==> src/rtl/dram_pkg.sv <==
// Shared definitions for the DRAM command controller: bus widths, memory-side
// state encodings, controller FSM states and the queued command payload.
package dram_pkg;

   localparam int unsigned ADDR_W = 4;
   localparam int unsigned DATA_W = 8;
   localparam int unsigned CMD_W  = 1 + ADDR_W + DATA_W;

   // State reported by the memory device
   typedef enum logic [1:0] {
      DS_IDLE    = 2'b00,
      DS_READ    = 2'b01,
      DS_WRITE   = 2'b10,
      DS_REFRESH = 2'b11
   } dram_state_e;

   // Controller FSM
   typedef enum logic {
      S_IDLE = 1'b0,
      S_BUSY = 1'b1
   } ctrl_state_e;

   // One queued request
   typedef struct packed {
      logic              we;
      logic [ADDR_W-1:0] addr;
      logic [DATA_W-1:0] wdata;
   } dram_cmd_t;

endpackage

==> src/rtl/req_fifo.sv <==
// Synchronous in-order FIFO with wrap-around pointers and an occupancy counter.
// Ports:
//   clk, reset          clock, asynchronous active-high reset
//   i_push, i_wdata     write request; ignored while full (even if popping)
//   i_pop               remove head; ignored while empty
//   o_rdata             current head entry (combinational read)
//   o_full, o_empty     occupancy flags
module req_fifo #(
   parameter int unsigned DEPTH = 4,
   parameter int unsigned WIDTH = 13
) (
   input  logic             clk,
   input  logic             reset,
   input  logic             i_push,
   input  logic [WIDTH-1:0] i_wdata,
   input  logic             i_pop,
   output logic [WIDTH-1:0] o_rdata,
   output logic             o_full,
   output logic             o_empty
);

   localparam int unsigned PTR_W = (DEPTH > 1) ? $clog2(DEPTH) : 1;
   localparam int unsigned CNT_W = $clog2(DEPTH + 1);

   logic [WIDTH-1:0] r_mem [DEPTH];
   logic [PTR_W-1:0] r_wr_ptr;
   logic [PTR_W-1:0] r_rd_ptr;
   logic [CNT_W-1:0] r_count;
   logic             w_push;
   logic             w_pop;

   assign o_full  = (r_count == CNT_W'(DEPTH));
   assign o_empty = (r_count == '0);
   assign w_push  = i_push && !o_full;
   assign w_pop   = i_pop && !o_empty;
   assign o_rdata = r_mem[r_rd_ptr];

   // Storage array; contents need no reset since occupancy gates every read
   always_ff @(posedge clk) begin
      if (w_push) r_mem[r_wr_ptr] <= i_wdata;
   end

   // Pointers wrap naturally because DEPTH is a power of two
   always_ff @(posedge clk or posedge reset) begin
      if (reset) begin
         r_wr_ptr <= '0;
         r_rd_ptr <= '0;
         r_count  <= '0;
      end else begin
         if (w_push) r_wr_ptr <= r_wr_ptr + PTR_W'(1);
         if (w_pop)  r_rd_ptr <= r_rd_ptr + PTR_W'(1);
         case ({w_push, w_pop})
            2'b10:   r_count <= r_count + CNT_W'(1);
            2'b01:   r_count <= r_count - CNT_W'(1);
            default: r_count <= r_count;
         endcase
      end
   end

endmodule

==> src/rtl/dram_ctrl.sv <==
// DRAM command controller: queues requester commands and issues them in order
// to the memory whenever it reports IDLE, returning read data two cycles after
// a read command.
// Ports:
//   clk, reset                        clock, asynchronous active-high reset
//   req_valid/req_ready               request handshake
//   req_we, req_addr, req_wdata       request payload
//   rsp_valid, rsp_data               one-cycle read-data strobe and data
//   dram_state                        memory device state (00 = IDLE)
//   dram_read_r, dram_write_r         command strobes (combinational)
//   dram_addr, dram_data              command address / write data, 0 when idle
//   dram_read_data                    memory read port
module dram_ctrl
   import dram_pkg::*;
#(
   parameter int unsigned DEPTH = 4
) (
   input  logic              clk,
   input  logic              reset,
   input  logic              req_valid,
   output logic              req_ready,
   input  logic              req_we,
   input  logic [ADDR_W-1:0] req_addr,
   input  logic [DATA_W-1:0] req_wdata,
   output logic              rsp_valid,
   output logic [DATA_W-1:0] rsp_data,
   input  logic [1:0]        dram_state,
   output logic              dram_read_r,
   output logic              dram_write_r,
   output logic [ADDR_W-1:0] dram_addr,
   output logic [DATA_W-1:0] dram_data,
   input  logic [DATA_W-1:0] dram_read_data
);

   ctrl_state_e       r_state;
   ctrl_state_e       w_next_state;
   logic              r_is_read;
   logic              r_rsp_valid;
   logic [DATA_W-1:0] r_rsp_data;
   logic              w_issue;
   logic              w_full;
   logic              w_empty;
   dram_cmd_t         w_req_cmd;
   dram_cmd_t         w_head;
   logic [CMD_W-1:0]  w_head_bits;

   assign w_req_cmd = '{we: req_we, addr: req_addr, wdata: req_wdata};
   assign w_head    = dram_cmd_t'(w_head_bits);
   assign req_ready = !w_full;
   assign rsp_valid = r_rsp_valid;
   assign rsp_data  = r_rsp_data;

   req_fifo #(
      .DEPTH (DEPTH),
      .WIDTH (CMD_W)
   ) u_req_fifo (
      .clk     (clk),
      .reset   (reset),
      .i_push  (req_valid),
      .i_wdata (CMD_W'(w_req_cmd)),
      .i_pop   (w_issue),
      .o_rdata (w_head_bits),
      .o_full  (w_full),
      .o_empty (w_empty)
   );

   // FSM state register
   always_ff @(posedge clk or posedge reset) begin
      if (reset) r_state <= S_IDLE;
      else       r_state <= w_next_state;
   end

   // Next state and command drive; a command is only presented while issuing
   always_comb begin
      w_next_state = r_state;
      w_issue      = 1'b0;
      dram_read_r  = 1'b0;
      dram_write_r = 1'b0;
      dram_addr    = '0;
      dram_data    = '0;
      case (r_state)
         S_IDLE: begin
            if (!w_empty && (dram_state_e'(dram_state) == DS_IDLE)) begin
               w_issue      = 1'b1;
               w_next_state = S_BUSY;
               dram_read_r  = !w_head.we;
               dram_write_r = w_head.we;
               dram_addr    = w_head.addr;
               dram_data    = w_head.wdata;
            end
         end
         S_BUSY:  w_next_state = S_IDLE;
         default: w_next_state = S_IDLE;
      endcase
   end

   // Read response: memory data is captured on the edge that leaves S_BUSY
   always_ff @(posedge clk or posedge reset) begin
      if (reset) begin
         r_is_read   <= 1'b0;
         r_rsp_valid <= 1'b0;
         r_rsp_data  <= '0;
      end else begin
         if (w_issue) r_is_read <= !w_head.we;
         r_rsp_valid <= (r_state == S_BUSY) && r_is_read;
         if ((r_state == S_BUSY) && r_is_read) r_rsp_data <= dram_read_data;
      end
   end

endmodule
==> config.mk <==
export PLATFORM = sky130hd
export DESIGN_NAME = dram_ctrl
export DESIGN_NICKNAME = d
export VERILOG_FILES = /design/src/rtl/dram_pkg.sv /design/src/rtl/req_fifo.sv /design/src/rtl/dram_ctrl.sv
export SDC_FILE = /design/constraint.sdc
export NUM_CORES = 1
export LEC_CHECK = 0
export ABC_AREA = 1
export CORE_MARGIN = 5
export CORE_UTILIZATION = 40
export CTS_CLUSTER_SIZE = 40
export DETAILED_ROUTE_END_ITERATION = 12
export PLACE_DENSITY = 0.69
export SYNTH_ARGS = -nofsm -noshare
export SYNTH_HDL_FRONTEND = slang
export SYNTH_SLANG_ARGS = --single-unit
==> constraint.sdc <==
create_clock -name clk -period 1.8 [get_ports clk]
set_input_delay 0.27 -clock clk [delete_from_list [all_inputs] [get_ports clk]]
set_output_delay 0.27 -clock clk [all_outputs]
set_load 0.005 [all_outputs]
* After elaboration in Yosys (flattened, before gate mapping)
Memories as Yosys holds them, arrays and structs flattened.
Index checks and enable logic that the tools add are counted.
** Operators by class
- Reductions and logical operators :: 10
- $mul :: 0
- Equality and inequality tests :: 3
- Multiplexer cells :: 14
- $add $sub $neg :: 4
- Shifts and indexed selects :: 0
- Divide/modulo/power cells :: 0
- Magnitude comparators :: 0
- Bitwise operators :: 1
** Operators by type and width (number)
- $mux 8 :: 2
- $mux 1 :: 8
- $mux 4 :: 2
- $pmux 3 s2 :: 1
- $add 2x1->2 const B :: 2
- $logic_and 1x1->1 :: 4
- $add 3x1->3 const B :: 1
- $eq 3x3->1 const B :: 1
- $logic_not 1->1 :: 3
- $logic_not 3->1 :: 1
- $sub 3x1->3 const B :: 1
- $eq 2x1->1 const B :: 1
- $eq 2x2->1 const B :: 1
- $logic_not 2->1 :: 1
- $pmux 1 s2 :: 1
- $reduce_bool 2->1 :: 1
- $not 1->1 :: 1
** Storage, ports and cells
- Memory bits (writable) :: 52
- Memories kept :: 1
- ROM bits :: 0
- Latch bits :: 0
- Word-level logic and storage cells :: 40
- Register bits :: 18
** Memories
- u_req_fifo.r_mem :: depth 4, width 13, rd ports 1, clocked after memory_dff 0, wr ports 1, line req_fifo.sv:25 : logic [WIDTH-1:0] r_mem [DEPTH];

* Longest topological paths before layout
- Depth after elaboration :: 8
- Depth in mapped cells :: 11
- Gate-level depth less buffers :: 11

* Cells and area by module
From an unflattened synthesis, not the netlist that was laid out.
** Unflattened totals
- Cell total of the unflattened synthesis :: 287
- Area total of the unflattened synthesis :: 3114.2 sq um
** By module, submodules not included
- req_fifo :: cells each 213, times used 1, area an instance 2551.2 sq um
- dram_ctrl :: cells each 74, times used 1, area an instance 563.0 sq um

* Least setup slack after synthesis
No wires, ideal clock.
- Kind :: reg-to-reg
- From :: register u_req_fifo.r_count[0]
- To :: register u_req_fifo.r_count[2]
- Path slack :: 35 ps
- Data arrival time :: 1642 ps
- Cell stages (with the launch flop) :: 10
- Path through :: dfrtp_1 -> nor2_2 -> nand2_1 -> nand2_2 -> ha_1 -> inv_1 -> fa_1 -> nand2_1 -> nand3b_1 -> xor2_1
** On the way
- Elaborated cells on any way between the ends :: 15
** RTL lines
- start, declared :: line req_fifo.sv:28 : logic [CNT_W-1:0] r_count;
- start signal, assigned :: line req_fifo.sv:53 : 2'b10: r_count <= r_count + CNT_W'(1);
- start signal, assigned :: line req_fifo.sv:54 : 2'b01: r_count <= r_count - CNT_W'(1);
- start signal, assigned :: line req_fifo.sv:55 : default: r_count <= r_count;
- $eq 3x3->1 * :: line req_fifo.sv:32 : assign o_full = (r_count == CNT_W'(DEPTH));
- $logic_not 1->1 *
- net req_ready :: line dram_ctrl.sv:21 : output logic req_ready,
- $logic_and 1x1->1 * :: line req_fifo.sv:34 : assign w_push = i_push && !o_full;
- $eq 2x1->1 or $eq 2x2->1 (tied branches) :: line req_fifo.sv:52 : case ({w_push, w_pop})
- $pmux 3 s2 or $reduce_bool 2->1 (tied branches)
The timed path passes the listed nets; every way through them passes the cells marked *.
A chain may end at the register's enable or synchronous reset.

* Worst setup path in the final report
- From :: register u_req_fifo.r_rd_ptr[0]
- To :: output port dram_data[7]
** On the way
- Longest elaborated chain between the ends :: 3
** Ends and longest elaborated chain
- start, declared :: line req_fifo.sv:27 : logic [PTR_W-1:0] r_rd_ptr;
- start signal, assigned :: line req_fifo.sv:51 : if (w_pop) r_rd_ptr <= r_rd_ptr + PTR_W'(1);
- $mem_v2 4x13
- $mux 8 :: line dram_ctrl.sv:83 : if (!w_empty && (dram_state_e'(dram_state) == DS_IDLE)) begin
- $mux 8 :: line dram_ctrl.sv:81 : case (r_state)
- end, declared :: line dram_ctrl.sv:31 : output logic [DATA_W-1:0] dram_data,
Every way passes these cells.

==> metrics.txt <==
status=finished clean; largest net degree at the start of global routing=19; Initial Utilization=41.3%; number of vias per cell=4.50; final worst slack=roughly 22 ps; fin. max-slew vios=0; Area Overhead vs Synth=39.9%; final instance area=4190 um2; # port buffers=49; largest area contributor in the netlist=edfxtp_1; DP Area=3770 um2; synthesized area=2990 um2; Die Height=96.5 um; synth unique cells=23; highest-delay cell along the critical path=dfrtp_1; total CTS buffers=9; GRT Residual Overflow=0; die width=96.5 um; n_diodes=0; core area=7250 um2; YS warnings=0; Clock Tree Buf Depth=2; Yosys reg bits=70; crit path max fanout=5; # clock sinks=70; Tmin final=approximately 1800 ps; Synth top area share=52.2%; global-route wire length before repair=between 9000 and 10000 um; maximum clock rate=0.563 GHz; max-cap viol count=0; worst-skew pair later-pin latency=340 ps; CP Capture Type=output port; sum of net half-perimeters after detailed placement=3970 um; Post-CTS Hold Fix Bufs=0; Syn Inst Count=276; Mapped Avg Cell Area=around 11 um2; Final TNS setup=0 ps; crit-path leading delay family=flip-flops; vias in the first global route=2101; drt pass-1 iters=5; H-tree depth=3; LEAKAGE=about 1.8 nW; P per Cell Area=1510 nW/um2; min-delay worst type=in -> async; critical-path cell list=inv_2 -> buf_6 -> nand2_1 -> nand2_1 -> nand2_2 -> a21oi_4 -> buf_2; Max Clock Skew=5.28 ps; Area contributors post-synth=edfxtp_1 52%, nand2_1 17%, dfrtp_1 15%, a21oi_2 2.6%, ha_1 2.1%; final core occ=57.8%; Slew Limit Headroom=83.8%; Post-DRT Antenna Nets=0; Total Power=6.31 mW; type of the worst setup path=reg -> out; final setup vio count=0; sequential share of the synthesized area=67.2%; share of cells above drive strength 1=31.5%; Max VDD drop=519 uV; Place WS=-479 ps; Cell Count Post-Placement=~440; Max stage delay on crit path=420 ps; routed via count=2103; CP Data Arrival Time=1510 ps; # rows=31; Root Driver=clkbuf_8; initial antenna violation count=0; Routability Congestion=between 0.8 and 0.9; final WL=6420 um; Bufs and invs on worst path=3; Startpoint Class=flip-flop; DIE AREA=9320 um2; syn_nets=between 300 and 400; fillcell total=596; clock-pin slew on the worst setup and hold paths=70 ps; fin nets=395; Worst Path Required=1530 ps; Hold WS=between 200 and 300 ps; 1st-iter DRT viols=96; RSZ-0062 raised after global routing=yes; worst slew pin tran=243 ps; fin crit share=98.8%; DRC=0; most used cell, CP=nand2_1; I/O pin count=50; Hold Violations, Final=0; CTS tree=done; WL per Instance=13.7 um; final non-filler cell total=about 470; total global-route track usage=between 10% and 20%
[cell type report]
type | instances | area, um2 | share of cell area (%)
multi-input combinational | 180 | 992 | 23.7
inverter | 17 | 63.8 | 1.52
sequential | 70 | 2010 | 48.0
clock buffer | 9 | 124 | 2.96
tap | 99 | 124 | 2.96
timing repair buffer | 85 | 776 | 18.5
clock inverter | 7 | 97.6 | 2.33
[registers in the layout, indices dropped and copies added, names as in the netlist]
register	count
u_req_fifo.r_mem	52
rsp_data	8
u_req_fifo.r_count	3
u_req_fifo.r_rd_ptr	2
u_req_fifo.r_wr_ptr	2
r_is_read	1
r_state	1
rsp_valid	1
[cells in the final DEF (no fill, tap or decap)]
cell             instances
nand3b_1                 1
inv_2                    6
ha_1                     4
clkbuf_8                 9
clkdlybuf4s50_1         32
buf_2                   14
o21ai_0                  2
inv_6                    1
buf_4                   25
nor2_4                   3
a21oi_4                  2
inv_1                   10
xnor2_1                  2
nor2_1                   6
buf_8                    1
a21oi_2                 10
nand3_4                  1
nand2_1                116
dlygate4sd2_1            3
buf_12                   5
ha_4                     1
fa_2                     1
nand2_2                 20
clkinvlp_4               1
clkinv_1                 2
buf_6                    5
nand3_2                  2
nand3_1                  1
edfxtp_1                52
dfrtp_1                 18
nand2_4                  5
xor2_1                   2
clkinv_4                 2
nand4_1                  1
bufinv_16                2
[tightest hold or removal path, stage by stage]
cell and delay (ps):
clkdlybuf4s50_1 400, inv_1 50, buf_4 250
[Yosys cell counts]
| cell type | n |
|---|---|
| fa_1 | 1 |
| nand2_2 | 3 |
| nand3b_1 | 1 |
| nand3_4 | 1 |
| inv_2 | 1 |
| ha_1 | 5 |
| buf_6 | 4 |
| nor2_1 | 7 |
| edfxtp_1 | 52 |
| o21ai_0 | 2 |
| buf_2 | 3 |
| clkinv_1 | 1 |
| xnor2_1 | 2 |
| buf_4 | 2 |
| nand2_1 | 138 |
| nor2_2 | 2 |
| nand3_1 | 3 |
| nand4_1 | 1 |
| inv_1 | 15 |
| dfrtp_1 | 18 |
| a21oi_1 | 3 |
| a21oi_2 | 9 |
| xor2_1 | 2 |
[power breakdown]
group	internal [mW]	switching (mW)
Clock	0.784	0.589
Combinational	1.19	1.38
Sequential	2.18	0.193
[cells by family (layout without fill, tap and decap cells)]
family	Yosys count	count (layout)	share of synthesized area, %
and+or+nand+nor	156	156	20.8
xor gates and xnor gates	4	4	1.17
buffers and inverters	26	118	4.64
AOI/OAI and AO/OA	14	14	3.47
DFF	70	70	67.2
adders and majority gates	6	6	2.76
[path summary, 6_finish.rpt]
check | startpoint | to | slack, ps | depth (start not counted)
max in group asynchronous | reset | r_is_read$_DFFE_PP0N_ | 1340 | 3
setup / recovery | u_req_fifo.r_rd_ptr[0]$_DFFE_PP0P_ | dram_data[7] | 20 | 7
min in group clk | dram_read_data[4] | rsp_data[4]$_DFFE_PP0P_ | 470 | 3
setup reg to reg | u_req_fifo.r_count[0]$_DFFE_PP0P_ | u_req_fifo.r_count[2]$_DFFE_PP0P_ | 70 | 9
hold / removal | reset | u_req_fifo.r_count[0]$_DFFE_PP0P_ | 260 | 3
hold reg to reg | rsp_data[1]$_DFFE_PP0P_ | rsp_data[1]$_DFFE_PP0P_ | 480 | 2
[layer usage]
layer / track usage [%] / part of all wire, %
met3: 2.48 / 4.0
met1: 17.0 / 39
met4: 7.01 / 1.4
met5: 0 / 0
met2: 24.8 / 55
[what timing repair did]
action | in CTS | in global routing
pin swaps | 12 | 16
cloned | 1 | 1
resized for setup | 80 | 37
setup buffers | 15 | 2
endpoints found under the hold margin | 0 | 0
endpoints found under the setup margin | 16 | 15
Power figures use the tool's default switching activity.
